## config.mk

```make
export PLATFORM = sky130hd
export DESIGN_NAME = load_access_unit
export DESIGN_NICKNAME = d
export VERILOG_FILES = /design/src/rtl/load_access_unit.sv
export SDC_FILE = /design/constraint.sdc
export NUM_CORES = 1
export LEC_CHECK = 0
export CAP_MARGIN = 20
export CORE_MARGIN = 2
export CORE_UTILIZATION = 30
export DETAILED_ROUTE_END_ITERATION = 10
export GPL_TIMING_DRIVEN = 1
export HOLD_SLACK_MARGIN = 0.02
export PLACE_DENSITY = 0.69
export SLEW_MARGIN = 20
export SYNTH_ARGS = -nofsm -noshare
export SYNTH_HDL_FRONTEND = slang
export SYNTH_SLANG_ARGS = --single-unit
```

## constraint.sdc

```tcl
create_clock -name CLK -period 2.9 [get_ports CLK]
set_input_delay 0.87 -clock CLK [delete_from_list [all_inputs] [get_ports CLK]]
set_output_delay 0.87 -clock CLK [all_outputs]
set_load 0.05 [all_outputs]
```

## src/rtl/load_access_unit.sv

```systemverilog
// Load access unit: takes a decoded load (address, funct3, rd), runs a
// req/ack read on the data memory port, lane-aligns and extends the returned
// word, then issues a single-cycle register-file write or a fault pulse.
module load_access_unit #(
  parameter int TIMEOUT_CYCLES = 16,
  parameter int CNT_W          = 5
) (
  input  logic        CLK,
  input  logic        RST_N,
  input  logic        start,
  input  logic [2:0]  funct3,
  input  logic [31:0] addr,
  input  logic [4:0]  rd_addr,
  output logic        busy,
  output logic        mem_req,
  output logic [31:0] mem_addr,
  input  logic        mem_ack,
  input  logic [31:0] mem_rdata,
  output logic        rd_we,
  output logic [4:0]  rd_waddr,
  output logic [31:0] rd_wdata,
  output logic        fault,
  output logic [1:0]  fault_code
);

  typedef enum logic [1:0] {
    S_IDLE = 2'd0,
    S_REQ  = 2'd1,
    S_WB   = 2'd2,
    S_ERR  = 2'd3
  } state_e;

  localparam logic [1:0] CODE_NONE    = 2'b00;
  localparam logic [1:0] CODE_ILLEGAL = 2'b01;
  localparam logic [1:0] CODE_MISALGN = 2'b10;
  localparam logic [1:0] CODE_TIMEOUT = 2'b11;

  localparam logic [CNT_W-1:0] CNT_LAST = CNT_W'(TIMEOUT_CYCLES - 1);

  state_e           state_q, state_d;
  logic [2:0]       f3_q, f3_d;
  logic [1:0]       off_q, off_d;
  logic [4:0]       rd_q, rd_d;
  logic [31:0]      maddr_q, maddr_d;
  logic [31:0]      wdata_q, wdata_d;
  logic [1:0]       code_q, code_d;
  logic [CNT_W-1:0] cnt_q, cnt_d;

  // Select the addressed byte/halfword lane and extend it per the load type.
  function automatic logic [31:0] extend_load(input logic [2:0]  f3,
                                              input logic [1:0]  off,
                                              input logic [31:0] word);
    logic [7:0]  b;
    logic [15:0] h;
    b = 8'(word >> {off, 3'b000});
    h = 16'(word >> {off[1], 4'b0000});
    case (f3)
      3'b000:  extend_load = {{24{b[7]}}, b};
      3'b001:  extend_load = {{16{h[15]}}, h};
      3'b100:  extend_load = {24'd0, b};
      3'b101:  extend_load = {16'd0, h};
      default: extend_load = word;
    endcase
  endfunction

  function automatic logic f3_legal(input logic [2:0] f3);
    f3_legal = (f3 == 3'b000) || (f3 == 3'b001) || (f3 == 3'b010) ||
               (f3 == 3'b100) || (f3 == 3'b101);
  endfunction

  // Halfwords need an even address, words a 4-byte-aligned address.
  function automatic logic misaligned(input logic [2:0] f3, input logic [1:0] a);
    misaligned = ((f3[1:0] == 2'b01) && a[0]) ||
                 ((f3 == 3'b010) && (a != 2'b00));
  endfunction

  // State and datapath registers; reset abandons any access in flight.
  always_ff @(posedge CLK or negedge RST_N) begin
    if (!RST_N) begin
      state_q <= S_IDLE;
      f3_q    <= 3'd0;
      off_q   <= 2'd0;
      rd_q    <= 5'd0;
      maddr_q <= 32'd0;
      wdata_q <= 32'd0;
      code_q  <= CODE_NONE;
      cnt_q   <= '0;
    end else begin
      state_q <= state_d;
      f3_q    <= f3_d;
      off_q   <= off_d;
      rd_q    <= rd_d;
      maddr_q <= maddr_d;
      wdata_q <= wdata_d;
      code_q  <= code_d;
      cnt_q   <= cnt_d;
    end
  end

  // Next-state logic: accept in IDLE, wait for ack or timeout in REQ, then one WB/ERR cycle.
  always_comb begin
    state_d = state_q;
    f3_d    = f3_q;
    off_d   = off_q;
    rd_d    = rd_q;
    maddr_d = maddr_q;
    wdata_d = wdata_q;
    code_d  = code_q;
    cnt_d   = cnt_q;
    case (state_q)
      S_IDLE: begin
        code_d = CODE_NONE;
        cnt_d  = '0;
        if (start) begin
          f3_d    = funct3;
          off_d   = addr[1:0];
          rd_d    = rd_addr;
          maddr_d = {addr[31:2], 2'b00};
          if (!f3_legal(funct3)) begin
            code_d  = CODE_ILLEGAL;
            state_d = S_ERR;
          end else if (misaligned(funct3, addr[1:0])) begin
            code_d  = CODE_MISALGN;
            state_d = S_ERR;
          end else begin
            state_d = S_REQ;
          end
        end
      end
      S_REQ: begin
        cnt_d = cnt_q + CNT_W'(1);
        // An ack on the final allowed cycle still completes the access.
        if (mem_ack) begin
          wdata_d = extend_load(f3_q, off_q, mem_rdata);
          cnt_d   = '0;
          state_d = S_WB;
        end else if (cnt_q == CNT_LAST) begin
          code_d  = CODE_TIMEOUT;
          cnt_d   = '0;
          state_d = S_ERR;
        end
      end
      S_WB: begin
        cnt_d   = '0;
        state_d = S_IDLE;
      end
      default: begin
        code_d  = CODE_NONE;
        cnt_d   = '0;
        state_d = S_IDLE;
      end
    endcase
  end

  // Outputs decode directly from registered state.
  assign busy       = (state_q != S_IDLE);
  assign mem_req    = (state_q == S_REQ);
  assign mem_addr   = maddr_q;
  assign rd_we      = (state_q == S_WB) && (rd_q != 5'd0);
  assign rd_waddr   = rd_q;
  assign rd_wdata   = wdata_q;
  assign fault      = (state_q == S_ERR);
  assign fault_code = code_q;

endmodule

```

# Yosys cells after proc, flatten, opt, wreduce, memory -nomap -nowiden
# Cells that the tools add are included.
dict set report word_totals {
  reg_bits 81
  input_bits 76
  output_inout_bits 75
  elab_cells 61
}
dict set report op_classes {
  add_sub_neg 1
  eq_ne 16
  shift 2
  mux 15
  bitwise_logic 1
  n_reduce_logical 18
}
# cell count
set op_table {}
lappend op_table {{one-hot mux 32 bit (4 select lines)} 1}
lappend op_table {{>> shifter 32 x 5 -> 16 bit} 1}
lappend op_table {{>> shifter 32 x 5 -> 8 bit} 1}
lappend op_table {{two-way mux 2 bit} 9}
lappend op_table {{two-way mux 5 bit} 3}
lappend op_table {{== test 3 bit, second input constant} 4}
lappend op_table {{== test 3 x 1 -> 1 bit, second input constant} 2}
lappend op_table {{zero test 3 bit} 2}
lappend op_table {{one-hot mux 2 bit (3 select lines)} 1}
lappend op_table {{AND reduction 2 bit} 3}
lappend op_table {{adder 5 x 1 -> 5 bit, second input constant} 1}
lappend op_table {{== test 5 x 4 -> 1 bit, second input constant} 1}
lappend op_table {{logical OR 1 bit} 5}
lappend op_table {{nonzero test 5 bit} 1}
lappend op_table {{== test 2 x 1 -> 1 bit, second input constant} 2}
lappend op_table {{== test 2 bit, second input constant} 2}
lappend op_table {{inequality test 2 bit, second input constant} 2}
lappend op_table {{one-hot mux 2 bit (2 select lines)} 1}
lappend op_table {{nonzero test 2 bit} 2}
lappend op_table {{== test 3 x 2 -> 1 bit, second input constant} 1}
lappend op_table {{logical AND 1 bit} 3}
lappend op_table {{inequality test 3 x 1 -> 1 bit, second input constant} 1}
lappend op_table {{AND reduction 3 bit} 1}
lappend op_table {{zero test 2 bit} 1}
lappend op_table {{2 further kinds} 2}

# Longest topological paths before layout
# Gate-level depths: netlist of run 1.
dict set report logic_depth {
  ltp_word 8
  depth_mapped 7
  mapped_depth_nobuf 5
}

# Worst setup path after synthesis of run 1
# No wires, ideal clock.
dict set report synth_path {
  kind {reg-to-output}
  from {reg rd_q[0] (netlist: rd_waddr[0])}
  to {out rd_we}
  arrival_time_ns 2.010
  required_time_ns 2.030
  path_slack_ns 0.020
  path_stages_with_launch 4
  path_buffers 0
  cell_sequence {dfrtp_1 or4_1 nor2_1 nor3b_1}
}
dict set report synth_via {
  elab_chain_len 2
}
# item line
set synth_rtl {}
lappend synth_rtl {{start: declaration} 43} ;# logic [4:0] rd_q, rd_d;
lappend synth_rtl {{start signal: assignment} 92} ;# rd_q <= rd_d;
lappend synth_rtl {{nonzero test 5 bit} 159} ;# assign rd_we = (state_q == S_WB) && (rd_q != 5'd0);
lappend synth_rtl {{logical AND 1 bit} 159}
lappend synth_rtl {{end: declaration} 19} ;# output logic rd_we,
# Every way passes these cells.

# Worst setup path after layout of run 1
dict set report layout_path {
  from {reg state_q[0]}
  to {out mem_req}
}
dict set report layout_via {
  elab_chain_len 1
}
# item line
set layout_rtl {}
lappend layout_rtl {{start: declaration} 40} ;# state_e state_q, state_d;
lappend layout_rtl {{start signal: assignment} 89} ;# state_q <= state_d;
lappend layout_rtl {{== test 2 x 1 -> 1 bit} 157} ;# assign mem_req = (state_q == S_REQ);
lappend layout_rtl {{end: declaration} 15} ;# output logic mem_req,
# Every way passes these cells.

==> metrics, run 1 <==
status=finished clean; clk_skew=0.00972 ns; crit-path cells=nor2b_4 -> clkdlybuf4s50_1; # diodes=0; Vias per Instance=4.91; vias in the first global route=3341; Crit Reg-Reg Startpoint=state_q[1]$_DFFE_PN0P_; crit end category=primary output; CP max FO=11; register bit total from synthesis=81; cell leakage power=2.45 nW; CTS Hold Buffers Added=0; IO Count=151; Clock Pin Slew Worst Setup and Hold Paths=0.06 ns; largest net degree at the start of global routing=47; # DRC=0; Ys Warns=0; Routed wire per std cell=16.2 µm; Die Y=117 µm; htree depth=3; CTS max path bufs=2; DR vias=3200; Cells after Synth=330; first-pass GRT wire length=17.3 mm; WP data required=2.03 ns; CTS tree=built; Rel. slew slack=0.603; Initial Utilization=0.307; clock sink count=81; post_cts resized=2; Worst setup SP type=flop; Setup Viol. Count Final=0; DRT iter0 DRCs=201; Hold Path Origin=cnt_q[0]$_DFF_PN0_; Reg2Reg Capture Point=rd_wdata[17]$_DFFE_PN0P_; DIE AREA=0.0138 mm²; Hold Path Depth=1; TNS Setup=0 ns; area growth from synthesis to layout=51.9%; Cell variety after synth=46; Peak VDD IR=773 µV; Routability Congestion=0.782; reg2reg path depth=4; GRT Residual Overflow=0; Core Region=0.0126 mm²; IO buf count=148; CP max-delay cell=clkdlybuf4s50_1; worst hold endpoint=cnt_q[0]$_DFF_PN0_; FILL cells=1154; worst-margin pin slew=0.593 ns; Root Driver=clkbuf_16; RSZ-0062 raised after global routing=no; Seq/Total Area, Yosys=0.526; Critical Path AT=1.92 ns; DR pass1 iterations=4; max-cap viol count=0; shortest period the worst path allows=2.79 ns; post-CTS setup buffers=0; fin crit share=0.964; clk_lat worst skew=0.35 ns; fmax=358 MHz; Post-Syn Area=0.00386 mm²; post-route ant nets=0; Setup CP Type=flop to primary output; Die X-Extent=117 µm; initial antenna violation count=0; layout cells sized above 1=0.190; GRT Util Overall=0.158; Final Net Count=552; Slew Viols, Final=0; PwrDens=1340 mW/mm²; max incr delay on CP=0.81 ns; row count=41; Synth Area per Inst=11.7 µm²; r2r setup slk=1.00 ns; routed wire length=10.6 mm; Min-Delay Path Class=flop to flop; Num CTS Buffers=9; Final Hold Fails=0; DP Wirelength=7.67 mm; Power Total=7.84 mW
==> report_power, final <==
| group | switching, mW | leakage (nW) | internal (mW) |
|---|---|---|---|
| clock network | 0.471 | 0.183 | 0.956 |
| logic | 2.76 | 1.28 | 1.62 |
| registers | 0.373 | 0.980 | 1.66 |
==> through the flow <==
step / area, µm² / utilization / setup WS (ns) / hold WS, ns / std cells
2_1_floorplan: 3860 / - / 0.0198 / 0.433 / 331
3_3_place_gp: 5490 / 0.436 / 0.276 / 0.446 / 636
3_5_place_dp: 5490 / 0.436 / 0.215 / 0.457 / 636
4_1_cts: 5860 / 0.466 / 0.0840 / 0.466 / 652
5_1_grt: 5860 / 0.466 / 0.0508 / 0.476 / 652
6_report: 5860 / 0.466 / 0.105 / 0.464 / 652
==> worst max-delay path: cells and delay by family, from the launching register on <==
kind	cells	cell delay (ns)
buffers and inverters	1	0.81
and+or+nand+nor	1	0.23
DFF	1	0.55
==> Yosys cell counts, drive strengths merged <==
library cell  number  area [µm²]
nor2              15        66.3
or2                8        50.1
o31ai              2        15.0
a2111oi            1        27.5
nor2b              5        38.8
nand2b             1        6.26
buf               21         158
o21ai             13        65.1
a211oi             1        7.51
mux2i             10         104
and4bb             1        12.5
o21a               1        7.51
clkbuf             5        18.8
mux2              40         450
nand3             42         265
xor2               2        17.5
and3               1        6.26
a21oi              3        15.0
o21bai             2        15.0
or3                9        56.3
nand3b             3        26.3
nor3               2        10.0
a221oi             2        17.5
or4                2        15.0
and2               4        25.0
conb               1        3.75
o22ai              1        6.26
a31oi              1        6.26
inv                5        18.8
a311oi            15         131
dfrtp             81        2030
ha                 1        12.5
a32o               6        60.1
nand2             21        78.8
nor3b              2        15.0
==> final cells by class <==
type	count	area, µm²	area share
clock inverters	6	138	0.0235
inverters	5	18.8	0.00320
repair buffers	159	1580	0.270
multi-input cells	219	1640	0.280
clock buffers	10	239	0.0408
well taps	172	215	0.0367
flip-flops and latches	81	2030	0.346
==> sequential cells by signal, summed over array words and instances, names as in the netlist <==
signal      cells
rd_wdata       32
mem_addr       30
cnt_q           5
rd_waddr        5
f3_q            3
fault_code      2
off_q           2
state_q         2
==> cell families (layout without fill, tap and decap cells) <==
| family | Yosys count | after routing | synth area share |
|---|---|---|---|
| other | 1 | 2 | 0.000972 |
| buffers and inverters | 31 | 180 | 0.0506 |
| muxes | 50 | 50 | 0.144 |
| and+or+nand+nor | 116 | 116 | 0.174 |
| AOI/OAI and AO/OA | 48 | 48 | 0.0970 |
| DFF | 81 | 81 | 0.526 |
| xor gates and xnor gates | 2 | 2 | 0.00454 |
| adders and majority gates | 1 | 1 | 0.00324 |
==> cells in the final DEF (no fill, tap or decap), types with 2 or more instances in the layout <==
master / instances
buf_12: 2
nand3_2: 11
a221oi_1: 2
inv_1: 4
nor3b_1: 2
or3_1: 9
mux2_1: 2
clkbuf_16: 9
and2_1: 4
nor3_1: 2
nand3_1: 31
bufinv_16: 4
conb_1: 2
a21oi_1: 3
nor2b_1: 4
nand3b_1: 2
a311oi_1: 15
o21bai_1: 2
buf_4: 10
o21ai_0: 13
nand2_1: 21
mux2_2: 38
or2_2: 7
dlygate4sd2_1: 2
o31ai_1: 2
nor2_1: 13
dfrtp_1: 81
xor2_1: 2
clkdlybuf4s50_1: 145
or4_1: 2
a32o_1: 6
mux2i_1: 9
==> worst max path at each step <==
stage,from,end,slack (ns)
3_5_place_dp,mem_ack,rd_wdata[17]$_DFFE_PN0P_,0.22
2_1_floorplan,rd_waddr[0]$_DFFE_PN0P_,rd_we,0.02
6_report,state_q[0]$_DFFE_PN0P_,mem_req,0.11
3_3_place_gp,rd_waddr[0]$_DFFE_PN0P_,rd_we,0.28
5_1_grt,state_q[0]$_DFFE_PN0P_,mem_req,0.05
4_1_cts,state_q[0]$_DFFE_PN0P_,mem_req,0.08
==> routing by layer <==
layer,GRT usage,up-vias,wire length [µm]
met5,0,-,0
met3,0.0632,24,935
met1,0.190,1555,4460
li1,-,1482,-
met2,0.241,139,4830
met4,0.0836,0,334
Note: power is estimated with default switching activity, not from simulation.
==> run 2, diff against run 1 <==
- RECOVER_POWER: default -> 25
==> run 2 against run 1 <==
Compared with the run above:
- utilization barely moved
- clock skew is essentially flat
- clock-buffer cell count unchanged
- total power about the same
- via count barely moved
- the run now ends with max-capacitance violations, max-slew violations left
- largest power group unchanged
- sequential power about the same
- critical path depth stayed put
- die area is the same
- highest routed layer unchanged
- critical path type unchanged
==> metrics, run 2 (synthesized netlist as in run 1, its figures left out) <==
layout cells sized above 1=0.188 (-0.00208); Crit Reg-Reg Startpoint=state_q[1]$_DFFE_PN0P_; clock sink count=81 (unchanged); Routed wire per std cell=16.2 µm (about the same); Clock Pin Slew Worst Setup and Hold Paths=0.06 ns (about the same); Flop pwr share=0.259 (about the same); area growth from synthesis to layout=51.8% (about the same); NetSw=3.61 mW (about the same); Setup CP Type=flop to primary output; Final Hold Fails=0 (unchanged); crit-path cells=nor2b_4 -> clkdlybuf4s50_1; initial antenna violation count=0 (unchanged); DRT iter0 DRCs=201 (unchanged); Initial Utilization=0.307 (unchanged); Register Area=0.00203 mm² (unchanged); Hold Path Depth=1 (unchanged); Placed Cells=636 (unchanged); area of the multi-input gates=0.00164 mm² (unchanged); Power Total=7.84 mW (about the same); worst-margin pin slew=2.06 ns (+1.46 ns); CTS tree=built; Core Region=0.0126 mm² (unchanged); CTS Hold Buffers Added=0 (unchanged); crit end category=primary output; Slew Viols, Final=36 (+36); commonest cells after routing, fill and taps aside=145 x clkdlybuf4s50_1, 81 x dfrtp_1, 38 x mux2_2; largest net degree at the start of global routing=47 (unchanged); # diodes=0 (unchanged); Internal=4.23 mW (about the same); Rel. slew slack=-0.371 (-0.974); TNS Setup=0 ns (unchanged); GRT Util Overall=0.158 (unchanged); Num CTS Buffers=9 (unchanged); DR pass1 iterations=4 (unchanged); Final Net Count=552 (unchanged); post-CTS setup buffers=0 (unchanged); htree depth=3 (unchanged); Sw Share=0.460 (about the same); DP Wirelength=7.67 mm (unchanged); Die Y=117 µm (unchanged); Worst setup SP type=flop; post_cts resized=2 (unchanged); worst slack, placed=0.215 ns (unchanged); Min-Delay Path Class=flop to flop; PwrDens=1340 mW/mm² (about the same); first-pass GRT wire length=17.3 mm (unchanged); Hold Path Origin=cnt_q[0]$_DFF_PN0_; combinational power share=0.559 (about the same); status=finished, violations left; max-cap viol count=1 (+1); CP max FO=11 (unchanged); most common cell after layout, fill and taps aside=clkdlybuf4s50_1; Vias per Instance=4.90 (about the same); IO Count=151 (unchanged); GRT Residual Overflow=0 (unchanged); DIE AREA=0.0138 mm² (unchanged); flip-flop count of the largest register after layout=32 (unchanged); FILL cells=1153 (-0.087%); clk_lat worst skew=0.35 ns (about the same); violated checks=max-capacitance violations, max-slew violations; worst setup path start=state_q[0]$_DFFE_PN0P_; max incr delay on CP=0.81 ns (about the same); routed wire length=10.6 mm (about the same); WP data required=2.03 ns (about the same); worst hold endpoint=cnt_q[0]$_DFF_PN0_; post-route setup slack=0.105 ns (-0.000126 ns); fin crit share=0.964 (about the same); fmax=358 MHz (about the same); CP max-delay cell=clkdlybuf4s50_1; IO buf count=148 (unchanged); Reg2Reg Capture Point=rd_wdata[17]$_DFFE_PN0P_; shortest period the worst path allows=2.79 ns (+0.000126 ns); r2r setup slk=1.00 ns (about the same); Critical Path AT=1.92 ns (about the same); RSZ-0062 raised after global routing=no; final non-filler cell total=652 (unchanged); vias in the first global route=3341 (unchanged); Routability Congestion=0.782 (unchanged); # DRC=0 (unchanged); post-route ant nets=0 (unchanged); Setup Viol. Count Final=0 (unchanged); cell leakage power=2.44 nW (-0.15%); Clk pwr share=0.182 (about the same); Die X-Extent=117 µm (unchanged); DR vias=3197 (-0.094%); reg2reg path depth=4 (unchanged); clk_skew=0.00967 ns (-0.0000440 ns); Peak VDD IR=772 µV (about the same); CTS max path bufs=2 (unchanged); Root Driver=clkbuf_16; row count=41 (unchanged)
run 2: changes by cell type in the layout (fill, tap and decap cells not counted), sizes merged:
cell	delta
buf	-1
clkbuf	+1
run 2: worst max path at each step:
stage | endpoint | depth (start not counted)
detailed placement | rd_wdata[17]$_DFFE_PN0P_ | 5
floorplan | rd_we | 3
finish | mem_req | 2
global route | mem_req | 2
CTS | mem_req | 2
global placement | rd_we | 4
run 2: critical path: cells and delay by family, from the launching register on:
kind,cells,cell delay (ns)
AND/OR/NAND/NOR,1,0.23
flip-flops,1,0.55
buffers and inverters,1,0.81
run 2: final cells by class:
type / count / area share
sequential: 81 / 0.346
inverter: 5 / 0.00321
multi-input combinational: 219 / 0.280
tap: 172 / 0.0368
clock buffer: 10 / 0.0408
timing repair buffer: 159 / 0.270
clock inverter: 6 / 0.0235
run 2: stage by stage:
stage / area, µm² / hold WS [ns] / util
3_3_place_gp: 5490 / 0.446 / 0.436
3_5_place_dp: 5490 / 0.457 / 0.436
5_1_grt: 5860 / 0.476 / 0.466
6_report: 5860 / 0.464 / 0.466
4_1_cts: 5860 / 0.466 / 0.466
2_1_floorplan: 3860 / 0.433 / -
run 2: metal layers:
layer | up-vias | share of wire | global-route usage
met5 | - | 0 | 0
met4 | 0 | 0.032 | 0.0836
met3 | 24 | 0.086 | 0.0632
met2 | 135 | 0.46 | 0.241
met1 | 1556 | 0.42 | 0.190
li1 | 1482 | - | -
run 2: power by group through the flow:
| stage | sequential, mW | clock, mW | combinational [mW] |
|---|---|---|---|
| 2_1_floorplan | 3.59 | 0 | 1.43 |
| 3_3_place_gp | 2.03 | 0 | 4.36 |
| 3_5_place_dp | 2.05 | 0 | 4.41 |
| 4_1_cts | 2.04 | 1.47 | 4.41 |
| 5_1_grt | 2.11 | 1.51 | 4.60 |
| 6_report | 2.03 | 1.43 | 4.38 |
==> run 3, diff against run 2 <==
- CTS_CLUSTER_DIAMETER: default -> 50
==> results of run 3 <==
Final layout, timing and power as in run 2 (identical DEF).
